==> src/rtl/spi_telemetry_tx.sv <==
// spi_telemetry_tx: SPI mode-0 peripheral transmitter for the game-status frame.
// Oversamples the asynchronous sck/ce pins on clk, snapshots frame_data when
// ce rises and shifts the snapshot out MSB-first on sdo. Bytes requested past
// the end of the frame read as FILL_BYTE and raise the sticky overrun flag.
//
// Optional feature: define SPI_TX_CHECKSUM_EN to append one extra frame byte
// holding the XOR of all snapshot payload bytes.
//
// Handshake: there is no valid/ready pair here. The MCU owns the pace through
// sck/ce, snapshot and tx_done are single-cycle strobes, and bytes_sent,
// partial and overrun are level outputs that hold until they are next updated.
// state_dbg exposes the FSM state (0 = IDLE, 1 = ACTIVE).
module spi_telemetry_tx #(
   parameter int         NUM_BYTES = 4,
   parameter logic [7:0] FILL_BYTE = 8'h00
) (
   input  logic                   clk,
   input  logic                   reset,
   input  logic                   sck,
   input  logic                   ce,
   input  logic [NUM_BYTES*8-1:0] frame_data,
   output logic                   sdo,
   output logic                   busy,
   output logic                   snapshot,
   output logic                   tx_done,
   output logic [7:0]             bytes_sent,
   output logic                   partial,
   output logic                   overrun,
   output logic                   state_dbg
);

`ifdef SPI_TX_CHECKSUM_EN
   localparam int FRAME_BYTES = NUM_BYTES + 1;
`else
   localparam int FRAME_BYTES = NUM_BYTES;
`endif
   // Byte index reaches at most 17 (16 payload bytes + checksum).
   localparam int                IDX_W      = 5;
   localparam logic [IDX_W-1:0]  FRAME_LAST = IDX_W'(FRAME_BYTES);

   typedef enum logic {
      IDLE   = 1'b0,
      ACTIVE = 1'b1
   } state_t;

   state_t state, state_n;

   logic ce_s1, ce_s2, ce_h;
   logic sck_s1, sck_s2, sck_h;
   logic ce_rise, ce_fall, sck_rise, sck_fall;

   logic [NUM_BYTES*8-1:0] snap_q, snap_n;
   logic [7:0]             shift_q, shift_n;
   logic [2:0]             bit_cnt, bit_cnt_n;
   logic [IDX_W-1:0]       byte_idx, byte_idx_n, idx_inc;
   logic [7:0]             rx_bytes, rx_bytes_n;
   logic [7:0]             load_byte;
   logic                   sdo_n, snapshot_n, tx_done_n, partial_n, overrun_n;
   logic [7:0]             bytes_sent_n;

   // Pin synchronizers plus history flops; ce resets high so a ce already
   // high at reset release does not look like a new transaction.
   always_ff @(posedge clk) begin
      if (reset) begin
         ce_s1  <= 1'b1;
         ce_s2  <= 1'b1;
         ce_h   <= 1'b1;
         sck_s1 <= 1'b0;
         sck_s2 <= 1'b0;
         sck_h  <= 1'b0;
      end else begin
         ce_s1  <= ce;
         ce_s2  <= ce_s1;
         ce_h   <= ce_s2;
         sck_s1 <= sck;
         sck_s2 <= sck_s1;
         sck_h  <= sck_s2;
      end
   end

   assign ce_rise  =  ce_s2  & ~ce_h;
   assign ce_fall  = ~ce_s2  &  ce_h;
   assign sck_rise =  sck_s2 & ~sck_h;
   assign sck_fall = ~sck_s2 &  sck_h;

   assign idx_inc = (byte_idx < FRAME_LAST) ? byte_idx + IDX_W'(1) : byte_idx;

`ifdef SPI_TX_CHECKSUM_EN
   logic [7:0] checksum;

   // XOR of every payload byte, taken from the snapshot so it matches sdo.
   always_comb begin
      checksum = 8'h00;
      for (int i = 0; i < NUM_BYTES; i++) begin
         checksum = checksum ^ snap_q[i*8 +: 8];
      end
   end
`endif

   // Next byte to present at a byte boundary; anything past the frame is fill.
   always_comb begin
      load_byte = FILL_BYTE;
      for (int i = 0; i < NUM_BYTES; i++) begin
         if (idx_inc == IDX_W'(i)) begin
            load_byte = snap_q[(NUM_BYTES-1-i)*8 +: 8];
         end
      end
`ifdef SPI_TX_CHECKSUM_EN
      if (idx_inc == IDX_W'(NUM_BYTES)) begin
         load_byte = checksum;
      end
`endif
   end

   // State and datapath registers.
   always_ff @(posedge clk) begin
      if (reset) begin
         state      <= IDLE;
         snap_q     <= '0;
         shift_q    <= 8'h00;
         bit_cnt    <= 3'd0;
         byte_idx   <= '0;
         rx_bytes   <= 8'h00;
         sdo        <= 1'b0;
         snapshot   <= 1'b0;
         tx_done    <= 1'b0;
         bytes_sent <= 8'h00;
         partial    <= 1'b0;
         overrun    <= 1'b0;
      end else begin
         state      <= state_n;
         snap_q     <= snap_n;
         shift_q    <= shift_n;
         bit_cnt    <= bit_cnt_n;
         byte_idx   <= byte_idx_n;
         rx_bytes   <= rx_bytes_n;
         sdo        <= sdo_n;
         snapshot   <= snapshot_n;
         tx_done    <= tx_done_n;
         bytes_sent <= bytes_sent_n;
         partial    <= partial_n;
         overrun    <= overrun_n;
      end
   end

   // Next-state and output logic; a ce edge always beats an sck edge.
   always_comb begin
      state_n      = state;
      snap_n       = snap_q;
      shift_n      = shift_q;
      bit_cnt_n    = bit_cnt;
      byte_idx_n   = byte_idx;
      rx_bytes_n   = rx_bytes;
      sdo_n        = sdo;
      snapshot_n   = 1'b0;
      tx_done_n    = 1'b0;
      bytes_sent_n = bytes_sent;
      partial_n    = partial;
      overrun_n    = overrun;

      case (state)
         IDLE: begin
            sdo_n = 1'b0;
            if (ce_rise) begin
               snap_n     = frame_data;
               snapshot_n = 1'b1;
               shift_n    = frame_data[NUM_BYTES*8-1 -: 8];
               sdo_n      = frame_data[NUM_BYTES*8-1];
               bit_cnt_n  = 3'd0;
               byte_idx_n = '0;
               rx_bytes_n = 8'h00;
               overrun_n  = 1'b0;
               state_n    = ACTIVE;
            end
         end
         ACTIVE: begin
            if (ce_fall) begin
               tx_done_n    = 1'b1;
               bytes_sent_n = rx_bytes;
               partial_n    = (bit_cnt != 3'd0);
               sdo_n        = 1'b0;
               state_n      = IDLE;
            end else if (sck_rise) begin
               bit_cnt_n = bit_cnt + 3'd1;
               if (bit_cnt == 3'd7 && rx_bytes != 8'hFF) begin
                  rx_bytes_n = rx_bytes + 8'd1;
               end
            end else if (sck_fall) begin
               if (bit_cnt != 3'd0) begin
                  shift_n = {shift_q[6:0], 1'b0};
                  sdo_n   = shift_q[6];
               end else begin
                  byte_idx_n = idx_inc;
                  shift_n    = load_byte;
                  sdo_n      = load_byte[7];
                  if (idx_inc >= FRAME_LAST) begin
                     overrun_n = 1'b1;
                  end
               end
            end
         end
         default: state_n = IDLE;
      endcase
   end

   assign busy      = (state == ACTIVE);
   assign state_dbg = state;

endmodule

==> config.mk <==
export PLATFORM = sky130hd
export DESIGN_NAME = spi_telemetry_tx
export DESIGN_NICKNAME = d
export VERILOG_FILES = /design/src/rtl/spi_telemetry_tx.sv
export SDC_FILE = /design/constraint.sdc
export NUM_CORES = 1
export LEC_CHECK = 0
export CORE_ASPECT_RATIO = 0.7
export CORE_MARGIN = 2
export CORE_UTILIZATION = 25
export CTS_CLUSTER_DIAMETER = 30
export DETAILED_ROUTE_END_ITERATION = 12
export PLACE_DENSITY = 0.41
export SLEW_MARGIN = 15
export SYNTH_ARGS = -nofsm -noshare
export SYNTH_HDL_FRONTEND = slang
export SYNTH_SLANG_ARGS = --single-unit
==> constraint.sdc <==
create_clock -name clk -period 5.53 [get_ports clk]
set_clock_uncertainty 0.2 [all_clocks]
set_input_delay 1.106 -clock clk [delete_from_list [all_inputs] [get_ports clk]]
set_output_delay 1.106 -clock clk [all_outputs]
set_load 0.01 [all_outputs]
==> results.yml <==
status:
  outcome: "finished clean"
synth:
  synth_area_leaders: "dfxtp_1 47%, nand2_1 11%, a21oi_1 8.7%"
  async_flop_share_pct: 0
  ys_seq_elements: 75
  yosys.cell_count.top_type: "nand2_1"
  post-synth-top-area-cell: "dfxtp_1"
  yosysWarnings: 0
  synth_cell_types: 42
  syn_area_mm2: 0.00317
  synth_edf_count: 0
  seq_area_frac_synth_pct: 47.4
  synth.avg_cell_area_um2: 8.44
  synth_top_area_share_pct: 47.4
  synth_common_cells: "93 x nand2_1, 75 x dfxtp_1, 55 x a21oi_1"
  synth_flop_cell: "dfxtp_1"
  synthCells: 375
  postSynthNetCount: 416
clock_network:
  worstSkewPairLatency_ns: 0.33
  cts_buffers: 9
  cts_setup_buffers: 0
  root_buffer: "clkbuf_16"
  cts.sinks: 75
  postCtsHoldBufs: 0
  cts_resized: 0
  path_clk_slew_ns: 0.06
  ctsLongestPathBuffers: 2
  cts_tree: "yes"
  h-tree-depth: 3
placed_design:
  portBuffers: 50
  gp_congestion: 0.713
  placed_area_mm2: 0.00380
  hpwl_um: 5640
hold_path:
  min_path_cells: 1
  holdCritPathClass: "flop to flop"
  hold_start: "ce_s1"
  hold_path_end: "ce_s2"
critical_path:
  rrSetupSlack_ns: 2.98
  cp_max_fo: 17
  path_delay_family: "flip-flops"
  timing.rr.end: "rx_bytes[6]"
  path_class: "flop to output pin"
  cpPeakStageDelay_ns: 0.73
  crit_path_end_kind: "output pin"
  cp.required_ns: 4.22
  worst_setup_path_start_kind: "flop"
  slowest_stage: "dfxtp_1"
  worstPathArrival_ns: 1.72
  r2r-start: "busy"
  crit_buf_inv: 1
  rr_worst_depth: 3
  crit_chain: "clkdlybuf4s50_1"
sta:
  setup_violations: 0
  tightestPinTransition_ns: 0.905
  period_share_pct: 54.7
  rsz0062_at_grt: "false"
  hold_violations: 0
  max_slew_margin_pct: 39.7
  slew_viol_final: 0
  hold_slack_ns: 0.211
  fmax_mhz: 330
  tns_ns: 0
  period_minus_slack_ns: 3.03
floorplanning:
  die_area_mm2: 0.0136
  die_x_um: 138
  fp-row-count: 34
  io_pins: 51
  die-height_um: 98.1
  initial_core_util_pct: 25.6
  core_area_mm2: 0.0124
routing:
  viasPerCell: 4.59
  drt_first_pass_iters: 4
  antenna_left: 0
  drt-wirelength-per-cell_um: 14.0
  drcViolationCount: 0
  drtIter0Drc: 106
  wl_um: 8150
  vias: 2674
run:
  maxCapViolations: 0
global_route:
  track_usage_pct: 12.6
  grt_max_degree: 42
  antenna_found_initial: 0
  grt.overflow.total: 0
  grt_pass1_wl_um: 13500
  grt_pass1_vias: 2553
power_and_ir_drop:
  power_density_mw_per_mm2: 283
  p_leak_uw: 0.00133
  power_uw: 1150
  irDropWorstVdd_v: 0.000132
finish:
  drive_above_1_share_pct: 9.05
  n_antenna_cell: 0
  postLayoutCoreUtil_pct: 32.8
  finalInstanceArea_mm2: 0.00407
  n_fill_cell: 1282
  areaGrowthSynthToFinish_pct: 28.5
  nets: 456
-- sequential cells by signal, summed over array words and instances, names as in the netlist --
name,flops
bit_cnt,3
ce_s2,1
bytes_sent,8
sck_s2,1
sck_s1,1
tx_done,1
busy,1
rx_bytes,8
ce_s1,1
overrun,1
sdo,1
ce_h,1
shift_q,7
byte_idx,5
partial,1
snap_q,32
sck_h,1
snapshot,1
-- final cells by class --
type	instances	area, um2	area share (%)
Inverter	6	22.5	0.554
Tap cell	162	203	4.98
Sequential cell	75	1500	36.9
Clock inverter	7	45.0	1.11
Clock buffer	9	225	5.54
Multi-Input combinational cell	270	1550	38.2
Timing Repair Buffer	53	518	12.7
-- logic make-up (layout without fill, tap and decap cells) --
family / count (synthesis) / in the layout / synth area share (%)
flops: 75 / 75 / 47.4
buf+inv: 30 / 75 / 3.76
mux: 10 / 10 / 6.32
simple gates: 176 / 176 / 26.1
compound gates: 79 / 79 / 14.4
fa+ha+maj: 5 / 5 / 1.98
-- where the power goes --
group | total (uW) | switching (uW) | internal, uW
clock network | 532 | 231 | 302
logic | 64.4 | 30.2 | 34.2
registers | 556 | 6.46 | 549
total | 1150 | 267 | 885
-- per-stage QoR --
step	setup slack [ns]	instances
final	2.50	582
after global placement	2.82	566
after floorplan	3.28	375
after detailed placement	2.80	566
after global routing	2.40	582
after CTS	2.47	582
-- layout by cell type (no fill, tap or decap), types with 6 or more instances in the layout --
master and n:
clkbuf_16 9, a21oi_1 55, nand3_1 14, a311oi_1 6, mux4_2 8, nor2b_1 7
nor2_1 23, dfxtp_1 75, clkdlybuf4s50_1 49, nand2_1 93
-- routing by layer --
| metal | GRT usage (%) | part of all wire, % | up-vias |
|---|---|---|---|
| met1 | 17.7 | 53 | 1232 |
| li1 | - | - | 1386 |
| met4 | 3.69 | 1.4 | 0 |
| met2 | 18.5 | 42 | 43 |
| met3 | 3.87 | 3.8 | 13 |
| met5 | 0 | 0 | - |
-- worst max-delay path by stage --
| stage | slack, ns | from | depth (start not counted) | endpoint |
|---|---|---|---|---|
| global placement | 2.82 | reset | 4 | sdo |
| finish | 2.50 | busy | 1 | state_dbg |
| global route | 2.40 | busy | 1 | state_dbg |
| CTS | 2.47 | busy | 1 | state_dbg |
| detailed placement | 2.80 | reset | 4 | sdo |
| floorplan | 3.28 | reset | 4 | bit_cnt[0] |
No activity file was read; power rests on OpenSTA's default activity.
==> edit, RTL diff (config.mk and constraints unchanged) <==
`bytes_sent` no longer has a reset.
--- a/src/rtl/spi_telemetry_tx.sv
+++ b/src/rtl/spi_telemetry_tx.sv
@@ -124,7 +124,6 @@
          sdo        <= 1'b0;
          snapshot   <= 1'b0;
          tx_done    <= 1'b0;
-         bytes_sent <= 8'h00;
          partial    <= 1'b0;
          overrun    <= 1'b0;
       end else begin
@@ -137,10 +136,13 @@
          sdo        <= sdo_n;
          snapshot   <= snapshot_n;
          tx_done    <= tx_done_n;
-         bytes_sent <= bytes_sent_n;
          partial    <= partial_n;
          overrun    <= overrun_n;
       end
+   end
+
+   always_ff @(posedge clk) begin
+      bytes_sent <= bytes_sent_n;
    end
 
    // Next-state and output logic; a ce edge always beats an sck edge.
Check against the original RTL: no difference found for any inputs over 10 cycles, from zero or initial values and one cycle with reset high; that may be too few to reach the edited logic, so the function may still have changed.
==> edit against the unedited design <==
  * Setup slack better by 0.15 ns
  * Largest power group is now clock
  * Die area increased by 5.2%
  * Wire length rose by 14%
  * Critical path type unchanged
  * Synthesized area up 5.4%
  * Utilization is 0.36 points lower
  * Hold slack got worse by 0.0028 ns
  * Sequential power is 1% higher
  * Via count up 6.6%
  * Sequential cell count unchanged
  * Total power is 9.1% higher
  * Critical path depth is the same
  * Fmax increased by 5.1%
  * Non-clock buffer count is the same
  * Design area grew 4.6%
==> edit: results (changes against the unedited design) <==
| Metric | Value |
|---|---|
| Placed Cells | 568 (+0.35%) |
| Hpwl dp | 6340 um (+13%) |
| Nets | 454 (-0.44%) |
| Worst Hold End | ce_s2$_SDFF_PP1_ |
| Vias/cell | 4.88 (+6.3%) |
| Worst R2R Path Depth | 5 (+2) |
| GPL Wtd Cong | 0.800 (+12%) |
| Detailed-routed wire length on met2 | 3720 um (+9.3%) |
| Drt total wl | 9250 um (+14%) |
| Arrival @ worst endpoint | 1.57 ns (-0.15 ns) |
| Top cells by area, synth | dfxtp_1 40%, nand2_1 8.7%, edfxtp_1 7.2%, a21oi_1 6.9%, nand3_1 2.3% |
| Post-synth top cells | 77 x nand2_1, 67 x dfxtp_1, 46 x a21oi_1 |
| Vias in the first global route | 2822 (+11%) |
| Most Crowded Layer GR | met1 |
| Layout cells sized above 1 | 0.0813 (-0.00914) |
| DR WL met3 | 469 um (+53%) |
| Avg WL per Cell | 15.8 um (+13%) |
| M1 WL | 4970 um (+15%) |
| Status | finished, final reports clean |
| Post-synth EDFFs | 8 (+8) |
| M2 GR Usage | 0.190 (+0.00482) |
| GRT Util Overall | 0.137 (+0.0117) |
| Final hold slack | 0.208 ns (-0.00281 ns) |
| Slowest-stage cell, CP | clkdlybuf4s50_1 |
| Relative slew slack | 0.273 (-0.124) |
| Cell family with most CP delay | buffers and inverters |
| Worst Path Max Fanout | 9 (-8) |
| Largest net degree at the start of global routing | 55 (+31%) |
| Flop2flop setup slack | 2.86 ns (-0.12 ns) |
| VDD IR-drop max | 0.000163 V (+24%) |
| Biggest regs | snap_q x32, bytes_sent x8, rx_bytes x8 |
| Reg area | 1580 um2 (+5.3%) |
| Pre-Repair DR Iteration Count | 6 (+2) |
| First-pass GRT wire length | 15200 um (+13%) |
| Met3 usage | 0.0404 (+0.00164) |
| Distinct cell type count after synthesis | 52 (+24%) |
| GR Util met1 | 0.206 (+0.0288) |
| Worst path max stage delay | 0.63 ns (-0.10 ns) |
| Area post-placement | 3940 um2 (+3.7%) |
| Avg Inst Size Synth | 8.90 um2 (+5.4%) |
| LEAKAGE | 0.00145 uW (+8.8%) |
==> edit: cell types whose count changed after synthesis, moves of 8 or more <==
| cell | change |
|---|---|
| edfxtp_1 | +8 |
| dfxtp_1 | -8 |
| nand2_1 | -16 |
| a21oi_1 | -9 |
| clkbuf_1 | -8 |
| buf_2 | +8 |
==> edit: how the worst max path moves through the flow <==
| stage | depth (start not counted) | end | from | slack (ns) |
|---|---|---|---|---|
| 2_1_floorplan | 5 | rx_bytes[2]$_SDFFE_PP0P_ | reset | 3.15 |
| 3_3_place_gp | 5 | rx_bytes[2]$_SDFFE_PP0P_ | reset | 2.37 |
| 3_5_place_dp | 5 | rx_bytes[2]$_SDFFE_PP0P_ | reset | 2.38 |
| 4_1_cts | 1 | busy | busy$_SDFF_PP0_ | 2.63 |
| 5_1_grt | 1 | busy | busy$_SDFF_PP0_ | 2.56 |
| 6_report | 1 | busy | busy$_SDFF_PP0_ | 2.65 |
==> edit: cell families after synthesis <==
logic type,count (synthesis),share of synthesized area
and+or+nand+nor,151,0.222
AOI/OAI and AO/OA,101,0.200
DFF,75,0.474
buffers and inverters,31,0.0431
muxes,12,0.0420
adders and majority gates,5,0.0188
==> edit: final cells by class <==
cell class | count | share of cell area
clock inverters | 7 | 0.0218
multi-input cells | 269 | 0.379
clock buffers | 9 | 0.0529
flip-flops and latches | 75 | 0.372
inverters | 5 | 0.00441
repair buffers | 53 | 0.122
well taps | 166 | 0.0488
==> edit: where the power goes <==
part	total [uW]	switching (uW)	internal (uW)
combinational	70.0	34.2	35.8
clock	624	230	393
sequential	564	6.04	558
total	1260	271	987
==> edit: worst register-to-register path: stages, from the launching register on <==
cell and delay, ns:
dfxtp_1 0.45, nor3b_4 0.62, buf_4 0.46, a41oi_4 0.14
or4_1 0.57, a21oi_1 0.16
